File: src/rtl/triangle_rom_arb_if.sv
// Request/grant and ROM port bundle for the triangle ROM arbiter.
// The slave modport is the arbiter's view; master is the requester/ROM side.
interface triangle_rom_arb_if #(
    parameter int NUM_REQ = 3,
    parameter int AW      = 10,
    parameter int DW      = 16
);
    logic                  en;
    logic [NUM_REQ-1:0]    req;
    logic [NUM_REQ*AW-1:0] addr;
    logic [NUM_REQ-1:0]    gnt;
    logic [NUM_REQ-1:0]    rvalid;
    logic [DW-1:0]         rdata;
    logic                  rerr;
    logic [AW-1:0]         rom_addr;
    logic [DW-1:0]         rom_doa;
    logic                  busy;

    modport master (
        output en, req, addr, rom_doa,
        input  gnt, rvalid, rdata, rerr, rom_addr, busy
    );

    modport slave (
        input  en, req, addr, rom_doa,
        output gnt, rvalid, rdata, rerr, rom_addr, busy
    );
endinterface

File: src/rtl/triangle_rom_arb.sv
// Round-robin arbiter sharing one single-port triangle ROM between NUM_REQ requesters.
// Grants are combinational; read data returns one cycle later with an out-of-range flag.
module triangle_rom_arb #(
    parameter int NUM_REQ = 3,
    parameter int AW      = 10,
    parameter int DW      = 16,
    parameter int DEPTH   = 990
) (
    input logic               clka,
    input logic               rsta,
    triangle_rom_arb_if.slave bus
);
    localparam int PW = (NUM_REQ > 1) ? $clog2(NUM_REQ) : 1;

    logic [PW-1:0]      ptr_q, ptr_d;
    logic [NUM_REQ-1:0] valid_q, gnt_d;
    logic               err_q, err_d;
    logic [AW-1:0]      romAddr_q, romAddr_d;

    logic               winFound;
    logic [PW-1:0]      winIdx;
    logic [AW-1:0]      winAddr;
    logic               winOor;
    logic               grant;
    logic [NUM_REQ-1:0] rvalidInt;

    // Search starts at the pointer and wraps; the first active request wins.
    always_comb begin
        winFound = 1'b0;
        winIdx   = '0;
        for (int i = 0; i < NUM_REQ; i++) begin
            if (!winFound && bus.req[(int'(ptr_q) + i) % NUM_REQ]) begin
                winFound = 1'b1;
                winIdx   = PW'((int'(ptr_q) + i) % NUM_REQ);
            end
        end
    end

    always_comb begin
        gnt_d = '0;
        grant = winFound && bus.en && !rsta;
        if (grant) begin
            gnt_d[winIdx] = 1'b1;
        end
        winAddr = bus.addr[int'(winIdx)*AW +: AW];
        winOor  = int'(winAddr) >= DEPTH;
    end

    // Out-of-range reads park the ROM at address 0; the error travels with the valid bit.
    always_comb begin
        romAddr_d = romAddr_q;
        ptr_d     = ptr_q;
        err_d     = 1'b0;
        if (grant) begin
            romAddr_d = winOor ? '0 : winAddr;
            ptr_d     = (int'(winIdx) == NUM_REQ - 1) ? '0 : winIdx + PW'(1);
            err_d     = winOor;
        end
    end

    always_ff @(posedge clka) begin
        if (rsta) begin
            ptr_q     <= '0;
            valid_q   <= '0;
            err_q     <= 1'b0;
            romAddr_q <= '0;
        end else begin
            ptr_q     <= ptr_d;
            valid_q   <= gnt_d;
            err_q     <= err_d;
            romAddr_q <= romAddr_d;
        end
    end

    // A read granted just before reset is suppressed while reset is high.
    always_comb begin
        rvalidInt  = rsta ? '0 : valid_q;
        bus.rvalid = rvalidInt;
        bus.busy   = |rvalidInt;
        bus.rerr   = (|rvalidInt) && err_q;
        bus.rdata  = ((|rvalidInt) && !err_q) ? bus.rom_doa : '0;
    end

    assign bus.gnt      = gnt_d;
    assign bus.rom_addr = romAddr_d;
endmodule
File: src/flat_wrapper.sv
// flat-port wrapper written by rule: the top's interface ports become plain ports
module triangle_rom_arb_flat 
#(
    parameter int NUM_REQ = 3,
    parameter int AW      = 10,
    parameter int DW      = 16,
    parameter int DEPTH   = 990
)
  (clka, rsta, bus_en, bus_req, bus_addr, bus_rom_doa, bus_gnt, bus_rvalid, bus_rdata, bus_rerr, bus_rom_addr, bus_busy);
  triangle_rom_arb_if #(.NUM_REQ(NUM_REQ), .AW(AW), .DW(DW)) bus_i ();
  input logic clka;
  input logic rsta;
  input wire logic [$bits(bus_i.en)-1:0] bus_en;
  input wire logic [$bits(bus_i.req)-1:0] bus_req;
  input wire logic [$bits(bus_i.addr)-1:0] bus_addr;
  input wire logic [$bits(bus_i.rom_doa)-1:0] bus_rom_doa;
  output wire logic [$bits(bus_i.gnt)-1:0] bus_gnt;
  output wire logic [$bits(bus_i.rvalid)-1:0] bus_rvalid;
  output wire logic [$bits(bus_i.rdata)-1:0] bus_rdata;
  output wire logic [$bits(bus_i.rerr)-1:0] bus_rerr;
  output wire logic [$bits(bus_i.rom_addr)-1:0] bus_rom_addr;
  output wire logic [$bits(bus_i.busy)-1:0] bus_busy;
  assign bus_i.en = bus_en;
  assign bus_i.req = bus_req;
  assign bus_i.addr = bus_addr;
  assign bus_i.rom_doa = bus_rom_doa;
  assign bus_gnt = bus_i.gnt;
  assign bus_rvalid = bus_i.rvalid;
  assign bus_rdata = bus_i.rdata;
  assign bus_rerr = bus_i.rerr;
  assign bus_rom_addr = bus_i.rom_addr;
  assign bus_busy = bus_i.busy;
  triangle_rom_arb #(.NUM_REQ(NUM_REQ), .AW(AW), .DW(DW), .DEPTH(DEPTH)) u_core (.clka(clka), .rsta(rsta), .bus(bus_i));
endmodule
File: config.mk
export PLATFORM = sky130hd
export DESIGN_NAME = triangle_rom_arb_flat
export DESIGN_NICKNAME = d
export VERILOG_FILES = /design/src/rtl/triangle_rom_arb_if.sv /design/src/rtl/triangle_rom_arb.sv /design/src/flat_wrapper.sv
export SDC_FILE = /design/constraint.sdc
export NUM_CORES = 1
export LEC_CHECK = 0
export ABC_AREA = 1
export BUFFER_PORTS_ARGS = -buffer_cell sky130_fd_sc_hd__buf_2
export CAP_MARGIN = 20
export CORE_AREA = 2 2 74 76
export CTS_BUF_LIST = sky130_fd_sc_hd__clkbuf_4
export CTS_CLUSTER_DIAMETER = 80
export DETAILED_ROUTE_END_ITERATION = 10
export DIE_AREA = 0 0 76 78
export MAX_ROUTING_LAYER = met4
export PLACE_DENSITY = 0.63
export SYNTH_ARGS = -nofsm -noshare
export SYNTH_HDL_FRONTEND = slang
export SYNTH_SLANG_ARGS = --single-unit
File: constraint.sdc
create_clock -name clka -period 2.6 [get_ports clka]
set_clock_uncertainty 0.1 [all_clocks]
set_input_delay 0.13 -clock clka [delete_from_list [all_inputs] [get_ports clka]]
set_output_delay 0.13 -clock clka [all_outputs]
set_load 0.005 [all_outputs]
==> metrics.txt, run 1 <==
fillers=473; final core area utilization=a little over half; headroom to the max-slew limit=slightly below 70%; Cell Pwr Density=~800 nW/um2; Req. time, crit path=roughly 2.4 ns; time the worst path needs with I/O delays and setup=~2.9 ns; number of nets with antenna violations after routing=0; arrival time at the worst endpoint=between 2 and 3 ns; largest family of logic cells by synthesized area=simple AND/OR/NAND/NOR gates; cell types occupying the most area after synthesis=sky130_fd_sc_hd__dfxtp_1 (21%), sky130_fd_sc_hd__nand2_1 (16%), sky130_fd_sc_hd__nor2_1 (11%); unrepaired setup endpoints after global routing=true; Max Fanout on Critical Path=7; synth unique cells=25; Final Routed Wirelength=roughly 5200 um; synthesized-area fraction occupied by xor and xnor cells=0%; number of rows in the core area=26; average vias per placed instance=4.48; largest voltage drop on the vdd net=~0.00035 V; via count of the first global-routing pass=roughly 1900; Adder-Cell Fraction of Synth Area=around 3.3%; Worst-path clk slew=~0.09 ns; Hold Vio Cnt, Final=0; status=finished, violations left; number of H-tree levels=1; Pre-antenna DRT Iters=4; number of buffers created by CTS=3; maximum number of buffers from clock root to sink=2; number of pins with negative max-slew slack in the final report=0; total nets after synthesis=between 300 and 400; maximum number of pins on one net before global-route repair=17; final layout net count=438; number of warning messages in the yosys log=0; reported leakage power=1.45 nW; number of enable-type register cells in the synthesized netlist=0; final std cells w/o fill=451; cell count after placement=between 400 and 500; Post-Synthesis Cell Area=roughly 1500 um2; fraction of layout cells with a size suffix above 1=54.3%; clock tree from TritonCTS=yes; First DRT Iteration DRCs=between 50 and 60; boundary pin count=86; number of setup violations in the final report=11; HPWL after detailed placement=about 3800 um; share of the clock period used by the worst path=113%; Highest Clock Rate=approximately 340 MHz; clock root buffer=sky130_fd_sc_hd__clkbuf_4; Async S/R FF share, synth=0%; most frequently used cell type in the post-synthesis netlist=sky130_fd_sc_hd__nand2_1; # Max-Cap Violations=0; violated checks=negative setup slack; number of instances in the synthesized netlist=255; vertical die dimension=roughly 78 um; top cells by count, synth=sky130_fd_sc_hd__nand2_1 (66), sky130_fd_sc_hd__nor2_1 (45), sky130_fd_sc_hd__inv_1 (35), sky130_fd_sc_hd__nand3_1 (21), sky130_fd_sc_hd__dfxtp_1 (16); setup slack of the critical path after layout=-0.326 ns; Worst Setup Start Kind=flop; count of input and output buffers=85; sequential cell area fraction in the yosys report=around a fifth; wire length per cell after detailed routing=~12 um; Antenna Cells=0; via count=2019; worst-margin pin slew=roughly 0.47 ns; commonest register cell after synthesis=sky130_fd_sc_hd__dfxtp_1; Setup crit end kind=output port; multiplexer share of the synthesized area=0%; Remaining Overflow, GRT=0; clock insertion delay at the later pin of the skew report=~0.28 ns; initial antenna violation count=0; fraction of synthesized cell area taken by the top area cell type=about a fifth; worst setup path category=flop to output port; clock tree sinks=16; area fraction in compound gates after synthesis=around 8.6%; average size of a mapped cell=roughly 6 um2; remaining design rule violation count=0; DIE WIDTH=about 76 um; simple logic cell fraction of the synthesized area=54.6%; total routing resource utilization after global routing=between 15 and 20%; wire length of the first global-routing pass=around 8500 um; number of flip-flops and latches in the synthesized netlist=16; Final Wtd Congestion=0.936; placeable core region=roughly 5000 um2; Initial Util=between 20% and 30%; cell type contributing the most total cell area after synthesis=sky130_fd_sc_hd__dfxtp_1; area enclosed by the die boundary=roughly 5900 um2; area overhead of the layout relative to synthesis=76.8%; class of the most critical hold timing path=input pin to flop
final timing paths:
check                            from             endpoint  slack [ns]  cells after the start
setup reg to reg      u_core.ptr_q[0]         u_core.err_q       -0.01                     19
hold reg to reg   u_core.romAddr_q[5]  u_core.romAddr_q[5]        0.38                      2
setup / recovery      u_core.ptr_q[0]      bus_rom_addr[2]       -0.33                     19
hold / removal                 bus_en      u_core.ptr_q[1]        0.07                      3
sequential cells by signal (all words and copies together), names as in the netlist:
name	cells
u_core.ptr_q	2
u_core.err_q	1
u_core.romAddr_q	10
u_core.valid_q	3
cell families after synthesis:
kind of cell / after synthesis
compound gates: 18
buf+inv: 46
simple gates: 171
flops: 16
fa+ha+maj: 4
through the flow:
stage	area [um2]	hold slack [ns]	total power [mW]	setup TNS [ns]	worst slack (ns)
after floorplan	1500	0.210	1.09	0	0.202
after global placement	2210	0.353	1.59	-0.359	-0.0481
after detailed placement	2210	0.363	1.60	-1.00	-0.104
after CTS	2430	0.0580	1.90	-2.07	-0.227
after global routing	2660	0.0648	2.34	-5.89	-0.494
final	2660	0.0729	2.15	-3.08	-0.326
critical path, cell delays in order, from the launching register on:
cell and delay (ns):
sky130_fd_sc_hd__dfxtp_2 0.35, sky130_fd_sc_hd__inv_2 0.05, sky130_fd_sc_hd__ha_4 0.27, sky130_fd_sc_hd__inv_6 0.09, sky130_fd_sc_hd__nand2_2 0.05, sky130_fd_sc_hd__nand3_2 0.08, sky130_fd_sc_hd__nand2_4 0.08, sky130_fd_sc_hd__nand3_4 0.13
sky130_fd_sc_hd__nor2_4 0.04, sky130_fd_sc_hd__nor2_4 0.22, sky130_fd_sc_hd__nand2_1 0.09, sky130_fd_sc_hd__nand2_1 0.07, sky130_fd_sc_hd__nand2_1 0.07, sky130_fd_sc_hd__nor2_1 0.12, sky130_fd_sc_hd__nand2_1 0.10, sky130_fd_sc_hd__nor2_4 0.21
sky130_fd_sc_hd__nand2_8 0.12, sky130_fd_sc_hd__nand2_2 0.09, sky130_fd_sc_hd__nand2_1 0.05, sky130_fd_sc_hd__buf_2 0.12
report_power, final:
group          leakage (nW)  internal [mW]  switching (mW)  total, mW
clock network        0.0154         0.0557          0.0790      0.135
registers             0.132          0.292          0.0196      0.312
logic                  1.31          0.776           0.931       1.71
total                  1.45           1.12            1.03       2.15
placed cells by master (no fill, tap or decap), types with 4 or more instances in the layout:
cell type,synthesis,layout
sky130_fd_sc_hd__nand3b_1,5,5
sky130_fd_sc_hd__buf_4,0,34
sky130_fd_sc_hd__buf_2,2,85
sky130_fd_sc_hd__inv_2,4,4
sky130_fd_sc_hd__nor3_1,5,5
sky130_fd_sc_hd__nor2_4,3,8
sky130_fd_sc_hd__buf_6,1,8
sky130_fd_sc_hd__a21oi_1,4,4
sky130_fd_sc_hd__nand3_4,1,5
sky130_fd_sc_hd__nand2_1,66,50
sky130_fd_sc_hd__nand2_2,12,16
sky130_fd_sc_hd__nor2_1,45,43
sky130_fd_sc_hd__nand3_2,5,8
sky130_fd_sc_hd__nand3_1,21,14
sky130_fd_sc_hd__dfxtp_1,16,14
sky130_fd_sc_hd__inv_1,35,31
sky130_fd_sc_hd__nand2_4,2,12
sky130_fd_sc_hd__a21oi_2,7,7
what timing repair did:
action	CTS	global route
endpoints found under the setup margin	14	20
gates resized for setup	35	41
pin swaps	17	21
cloned	1	0
setup buffers	8	6
hold buffers	0	0
layout make-up:
class	instances	area (um2)	area share [%]
multi-input cells	194	1270	47.7
inverters	39	159	5.98
repair buffers	128	791	29.8
clock buffers	3	22.5	0.848
well taps	70	87.6	3.30
clock inverters	1	3.75	0.141
flip-flops and latches	16	325	12.2
routing by layer:
layer  vias up  global-route usage (%)  part of all wire [%]
met5         -                       -                     0
met1       873                    19.7                    42
met3        10                    3.72                   7.3
li1       1037                       -                     -
met2        99                    32.8                    49
met4         0                    3.09                   1.6
No activity file was read; power rests on OpenSTA's default activity.
==> inputs of run 2 (changes only) <==
Settings changed: SKIP_CTS_REPAIR_TIMING from default to 1.
==> run 2 against run 1 <==
Against the previous run: the run still ends with negative setup slack left; global-route usage fell by 1.9 points; core utilization shrank 2.7 points; clock power hardly changed; largest power group unchanged; sequential share of layout area up 0.66 points.
==> metrics.txt, run 2 (synthesis gave the netlist of run 1 again) <==
Initial Util=29.8% (unchanged); Antenna Cells=0 (unchanged); number of H-tree levels=1 (unchanged); Largest register FFs=10 (unchanged); final layout net count=432 (-1.4%); final std cells w/o fill=445 (-1.3%); count of cells along the worst hold path=3 (unchanged); worst-case register-to-register setup slack=-0.06 ns (-0.05 ns); placeable core region=5040 um2 (unchanged); DIE WIDTH=76 um (unchanged); Hold Path End=u_core.ptr_q[1]; Remaining Overflow, GRT=0 (unchanged); Worst-path clk slew=0.09 ns (about the same); Req. time, crit path=2.37 ns (about the same); Final Routed Wirelength=4950 um (-4.7%); number of buffers created by CTS=3 (unchanged); register bank with the most flops=u_core.romAddr_q; status=finished, violations left; leading cell type in the layout, fill and taps excluded=sky130_fd_sc_hd__buf_2; total routing resource utilization after global routing=15.8% (-1.9 points); RR Startpoint=u_core.ptr_q[0]; commonest cells after routing, fill and taps aside=sky130_fd_sc_hd__buf_2 (85), sky130_fd_sc_hd__nand2_1 (54), sky130_fd_sc_hd__nor2_1 (43); maximum number of buffers from clock root to sink=2 (unchanged); Hold Path Origin=bus_en; Cell Pwr Density=801 nW/um2 (-1.2%); remaining design rule violation count=0 (unchanged); maximum number of pins on one net before global-route repair=17 (unchanged); Hold Vio Cnt, Final=0 (unchanged); clock tree sinks=16 (unchanged); Final Hold Slack=0.0688 ns (-0.00417 ns); Highest Clock Rate=337 MHz (-1.3%); headroom to the max-slew limit=68.5% (about the same); clock tree from TritonCTS=yes; worst-margin pin slew=0.471 ns (+0.000367 ns); worst setup path category=flop to output port; fraction of layout cells with a size suffix above 1=51.2% (-3.1 points); class of the most critical hold timing path=input pin to flop; number of pins with negative max-slew slack in the final report=0 (unchanged); initial antenna violation count=0 (unchanged); vertical die dimension=78 um (unchanged); First DRT Iteration DRCs=63 (+24%); number of nets with antenna violations after routing=0 (unchanged); Pre-antenna DRT Iters=4 (unchanged); Max Fanout on Critical Path=7 (unchanged); reported leakage power=1.41 nW (-2.9%); worst reg2reg endpoint=u_core.romAddr_q[8]; average vias per placed instance=4.47 (-0.16%); largest voltage drop on the vdd net=0.000337 V (-3.6%); cell count after placement=432 (unchanged); area enclosed by the die boundary=5930 um2 (unchanged); via count=1989 (-1.5%); Worst Setup Start Kind=flop; area overhead of the layout relative to synthesis=67.7%; violated checks=negative setup slack; via count of the first global-routing pass=1799 (-7.3%); time the worst path needs with I/O delays and setup=2.96 ns (+0.0381 ns); # Max-Cap Violations=0 (unchanged); wire length per cell after detailed routing=11.1 um (-3.4%); Final Wtd Congestion=0.936 (unchanged); HPWL after detailed placement=3750 um (unchanged); share of the clock period used by the worst path=114% (+1.5 points); clock root buffer=sky130_fd_sc_hd__clkbuf_4; boundary pin count=86 (unchanged); Register-to-Register Path Depth=20 (+1); number of rows in the core area=26 (unchanged); wire length of the first global-routing pass=7690 um (-9.6%); Setup crit end kind=output port; unrepaired setup endpoints after global routing=true; largest registers ranked by flip-flop count=u_core.romAddr_q: 10 flops, u_core.valid_q: 3 flops, u_core.ptr_q: 2 flops; setup slack of the critical path after layout=-0.364 ns (-0.0381 ns); count of input and output buffers=85 (unchanged); arrival time at the worst endpoint=2.73 ns (+0.03 ns); number of setup violations in the final report=15 (+4); clock insertion delay at the later pin of the skew report=0.28 ns (about the same)
[run 2: cell count changes in the layout (fill, tap and decap cells not counted), sizes merged]
cell and delta:
buf -6
[run 2: worst max path at each step]
stage,end,from,cells after the start
5_1_grt,bus_rom_addr[4],u_core.ptr_q[0],19
3_3_place_gp,bus_rom_addr[7],u_core.ptr_q[1],18
2_1_floorplan,bus_rom_addr[0],u_core.ptr_q[0],18
3_5_place_dp,bus_rom_addr[6],u_core.ptr_q[0],19
6_report,bus_rom_addr[4],u_core.ptr_q[0],19
4_1_cts,bus_rom_addr[6],u_core.ptr_q[0],19
[run 2: worst max-delay path, cell delays in order (launching register included)]
cell and delay, ns:
sky130_fd_sc_hd__dfxtp_2 0.35, sky130_fd_sc_hd__inv_2 0.05, sky130_fd_sc_hd__buf_4 0.12, sky130_fd_sc_hd__ha_1 0.21, sky130_fd_sc_hd__nor2_1 0.13, sky130_fd_sc_hd__nand2_1 0.10, sky130_fd_sc_hd__nand2_2 0.14, sky130_fd_sc_hd__nand3_4 0.12
sky130_fd_sc_hd__nor2_4 0.11, sky130_fd_sc_hd__nor2_4 0.08, sky130_fd_sc_hd__buf_4 0.14, sky130_fd_sc_hd__nand3_1 0.07, sky130_fd_sc_hd__nand3_1 0.12, sky130_fd_sc_hd__nor2_1 0.12, sky130_fd_sc_hd__nand2_1 0.07, sky130_fd_sc_hd__nand2_2 0.10
sky130_fd_sc_hd__nand2_4 0.13, sky130_fd_sc_hd__nand2_2 0.11, sky130_fd_sc_hd__nand2_2 0.05, sky130_fd_sc_hd__buf_2 0.12
[run 2: area by class of cell]
class,instances,area [um2]
clock buffer,3,22.5
clock inverter,1,3.75
fill,495,2520
inverter,39,156
multi-input combinational,194,1200
sequential,16,325
tap,70,87.6
timing repair buffer,122,723
[run 2: through the flow]
step                utilization [%]  power [mW]  TNS [ns]  cell area (um2)  setup WS [ns]
global route                   50.0        2.20     -6.90             2520         -0.556
detailed placement             43.8        1.60     -1.00             2210         -0.104
floorplan                         -        1.09         0             1500          0.202
CTS                            44.3        1.75     -4.30             2240         -0.427
global placement               43.8        1.59    -0.359             2210        -0.0481
finish                         50.0        2.02     -3.57             2520         -0.364
[run 2: report_power, final]
part	internal (mW)	total, mW	switching, mW	leakage (nW)
clock network	0.0557	0.135	0.0790	0.0154
registers	0.292	0.312	0.0198	0.132
logic	0.700	1.57	0.871	1.26
total	1.05	2.02	0.970	1.41
[run 2: layer usage]
layer	GRT usage, %	vias up	share of wire [%]	wire length (um)
li1	-	1026	-	-
met2	28.1	90	48	2380
met1	18.3	867	43	2120
met4	2.91	0	0.93	46
met3	3.72	6	8.1	401
met5	-	-	0	0
==> inputs of run 3 (changes only) <==
Settings changed: BUFFER_PORTS_ARGS -buffer_cell sky130_fd_sc_hd__buf_2 to default, DONT_BUFFER_PORTS from default to 1, PLACE_DENSITY 0.63 to 0.49, SKIP_CTS_REPAIR_TIMING 1 to default.
==> run 3 against run 2 <==
Against the previous run: the flow still finishes with violations (negative setup slack); routed wire length is 4.0% lower; via count is 13% lower; critical path depth is 3 lower; combinational power hardly changed; clock power is 3% higher; final cell count is 18% lower; flip-flop and latch count stayed put; sequential power hardly changed; global-route usage is 0.064 points lower; cell area is 9.8% lower; setup slack better by 0.14 ns; largest power group unchanged; highest routed layer unchanged.
==> metrics.txt, run 3 (synthesis gave the netlist of run 1 again) <==
count of input and output buffers=0 (-100%); worst setup path category=flop to output port; First DRT Iteration DRCs=73 (+16%); highest-delay cell along the critical path=sky130_fd_sc_hd__dfxtp_2; Max Fanout on Critical Path=8 (+1); Final Hold Slack=0.0139 ns (-0.0548 ns); internal power component=1.04 mW (-0.89%); Setup crit end kind=output port; time the worst path needs with I/O delays and setup=2.82 ns (-0.144 ns); boundary pin count=86 (unchanged); post-detailed-placement cell area=1700 um2 (-23%); status=finished, violations left; Total Power=2.05 mW (+1.3%); number of rows in the core area=26 (unchanged); worst-margin pin slew=0.712 ns (+0.242 ns); Seq. cell area=325 um2 (unchanged); Hold Vio Cnt, Final=0 (unchanged); Antenna Cells=0 (unchanged); headroom to the max-slew limit=52.4% (-16 points); number of nets with antenna violations after routing=0 (unchanged); wire length of the first global-routing pass=7470 um (-3.0%); commonest cells after routing, fill and taps aside=sky130_fd_sc_hd__nand2_1 (43), sky130_fd_sc_hd__nor2_1 (38), sky130_fd_sc_hd__buf_4 (33); largest registers ranked by flip-flop count=u_core.romAddr_q: 10 flops, u_core.valid_q: 3 flops, u_core.ptr_q: 2 flops; Req. time, crit path=2.37 ns (about the same); violated checks=negative setup slack; total routing resource utilization after global routing=15.7% (-0.064 points); via count of the first global-routing pass=1641 (-8.8%); fraction of layout cells with a size suffix above 1=46.5% (-4.7 points); area enclosed by the die boundary=5930 um2 (unchanged); Final Wtd Congestion=0.852 (-9.0%); TNS Setup=-1.96 ns (+1.61 ns); clock root buffer=sky130_fd_sc_hd__clkbuf_4; wire length on met3=261 um (-35%); average vias per placed instance=4.71 (+5.5%); leading cell type in the layout, fill and taps excluded=sky130_fd_sc_hd__nand2_1; HPWL after detailed placement=3450 um (-8.0%); Highest Clock Rate=355 MHz (+5.1%); vertical die dimension=78 um (unchanged); wire length per cell after detailed routing=13.0 um (+16%); clock insertion delay at the later pin of the skew report=0.29 ns (about the same); class of the most critical hold timing path=input pin to flop; register bank with the most flops=u_core.romAddr_q; final core area utilization=45.1% (-4.9 points); DP Worst Slack=-0.0378 ns (+0.0658 ns); Initial Util=29.8% (unchanged); clock tree from TritonCTS=yes; proportion of power drawn by flip-flops and latches=15.1% (-0.4 points); Final Routed Wirelength=4760 um (-4.0%); clock tree sinks=16 (unchanged); number of H-tree levels=1 (unchanged); remaining design rule violation count=0 (unchanged); # Max-Cap Violations=0 (unchanged); Pre-antenna DRT Iters=4 (unchanged); largest voltage drop on the vdd net=0.000464 V (+38%); unrepaired setup endpoints after global routing=true; via count=1730 (-13%); final layout net count=354 (-18%); number of setup violations in the final report=13 (-2); max layer used=met4; worst path cell trace=buf_6 > ha_4 > o21ai_4 > nand2_8 > nand3_4 > nand2_4 > nor2_4 > nand2_4 > nor2_1 > nor2_2 > nor2_1 > nand2_1 > nand2_2 > nand3_2 > nand2_2 > inv_2; placeable core region=5040 um2 (unchanged); number of pins with negative max-slew slack in the final report=0 (unchanged); fillers=529 (+6.9%); initial antenna violation count=0 (unchanged); number of buffers created by CTS=3 (unchanged); maximum number of buffers from clock root to sink=2 (unchanged); Worst Setup Start Kind=flop; setup slack of the critical path after layout=-0.220 ns (+0.144 ns); maximum number of pins on one net before global-route repair=19 (+2); Non-Filler Cell Area, Final=2270 um2 (-9.8%); Worst-path clk slew=0.09 ns (about the same); Largest register FFs=10 (unchanged); Remaining Overflow, GRT=0 (unchanged); final std cells w/o fill=367 (-18%); share of the clock period used by the worst path=108% (-5.5 points); arrival time at the worst endpoint=2.59 ns (-0.14 ns); net switching share of the total power=49.2% (+1.1 points); routed metal-1 wirelength=2040 um (-3.8%); Met2 Wirelength=2390 um (+0.46%); Cell Pwr Density=900 nW/um2 (+12%); area overhead of the layout relative to synthesis=51.3%; DIE WIDTH=76 um (unchanged); cell count after placement=338 (-22%); Clock power frac=6.8% (about the same); multi-input gate area in the final layout=1300 um2 (+8.4%); delay of the slowest critical-path stage=0.34 ns (about the same); reported leakage power=1.08 nW (-23%); Net Switching=1.01 mW (+3.7%); combinational share of power=78.1% (+0.2 points)
[run 3: cell types whose count changed in the layout (fill, tap and decap cells not counted), moves of 5 or more]
| cell | before | now |
|---|---|---|
| sky130_fd_sc_hd__buf_6 | 2 | 10 |
| sky130_fd_sc_hd__nor2_1 | 43 | 38 |
| sky130_fd_sc_hd__nand3_1 | 18 | 11 |
| sky130_fd_sc_hd__nand3_2 | 5 | 12 |
| sky130_fd_sc_hd__nand2_2 | 15 | 22 |
| sky130_fd_sc_hd__nand2_1 | 54 | 43 |
| sky130_fd_sc_hd__buf_2 | 85 | 1 |
[run 3: worst max-delay path, delay by kind of cell, from the launching register on]
| family | cells | cell delay [ns] |
|---|---|---|
| buf+inv | 2 | 0.17 |
| fa+ha+maj | 1 | 0.17 |
| flops | 1 | 0.34 |
| simple gates | 12 | 1.39 |
| compound gates | 1 | 0.23 |
[run 3: layer usage]
metal,global-route usage [%],up-vias
li1,-,875
met1,18.3,776
met2,28.2,73
met3,3.26,6
met4,2.91,0
met5,-,-
[run 3: repair_timing]
| action | in CTS | in global routing |
|---|---|---|
| buffers inserted | 16 | 10 |
| endpoints found under the hold margin | 12 | 0 |
| hold buffers | 1 | 0 |
| resized for setup | 47 | 45 |
| setup endpoints to repair | 14 | 21 |
| gates cloned | 1 | 0 |
| pin swaps | 25 | 23 |
[run 3: power by group through the flow]
stage	Clock [mW]	Combinational, mW	Sequential, mW
2_1_floorplan	0	0.788	0.307
3_3_place_gp	0	1.07	0.309
3_5_place_dp	0	1.07	0.309
4_1_cts	0.144	1.35	0.308
5_1_grt	0.154	1.75	0.313
6_report	0.139	1.60	0.309
[run 3: final timing paths]
path,to,cells past startpoint,slack (ns),start
worst max-delay path,bus_rom_addr[1],16,-0.22,u_core.ptr_q[0]
worst min register to register,u_core.romAddr_q[4],2,0.39,u_core.romAddr_q[4]
worst max register to register,u_core.err_q,17,-0.01,u_core.ptr_q[0]
worst min-delay path,u_core.ptr_q[1],3,0.01,bus_en
[run 3: layout make-up]
type                       count  area share (%)
multi-input combinational    193            57.3
timing repair buffer          45            16.5
sequential                    16            14.3
inverter                      39            6.88
tap                           70            3.85
clock buffer                   3           0.991
clock inverter                 1           0.165
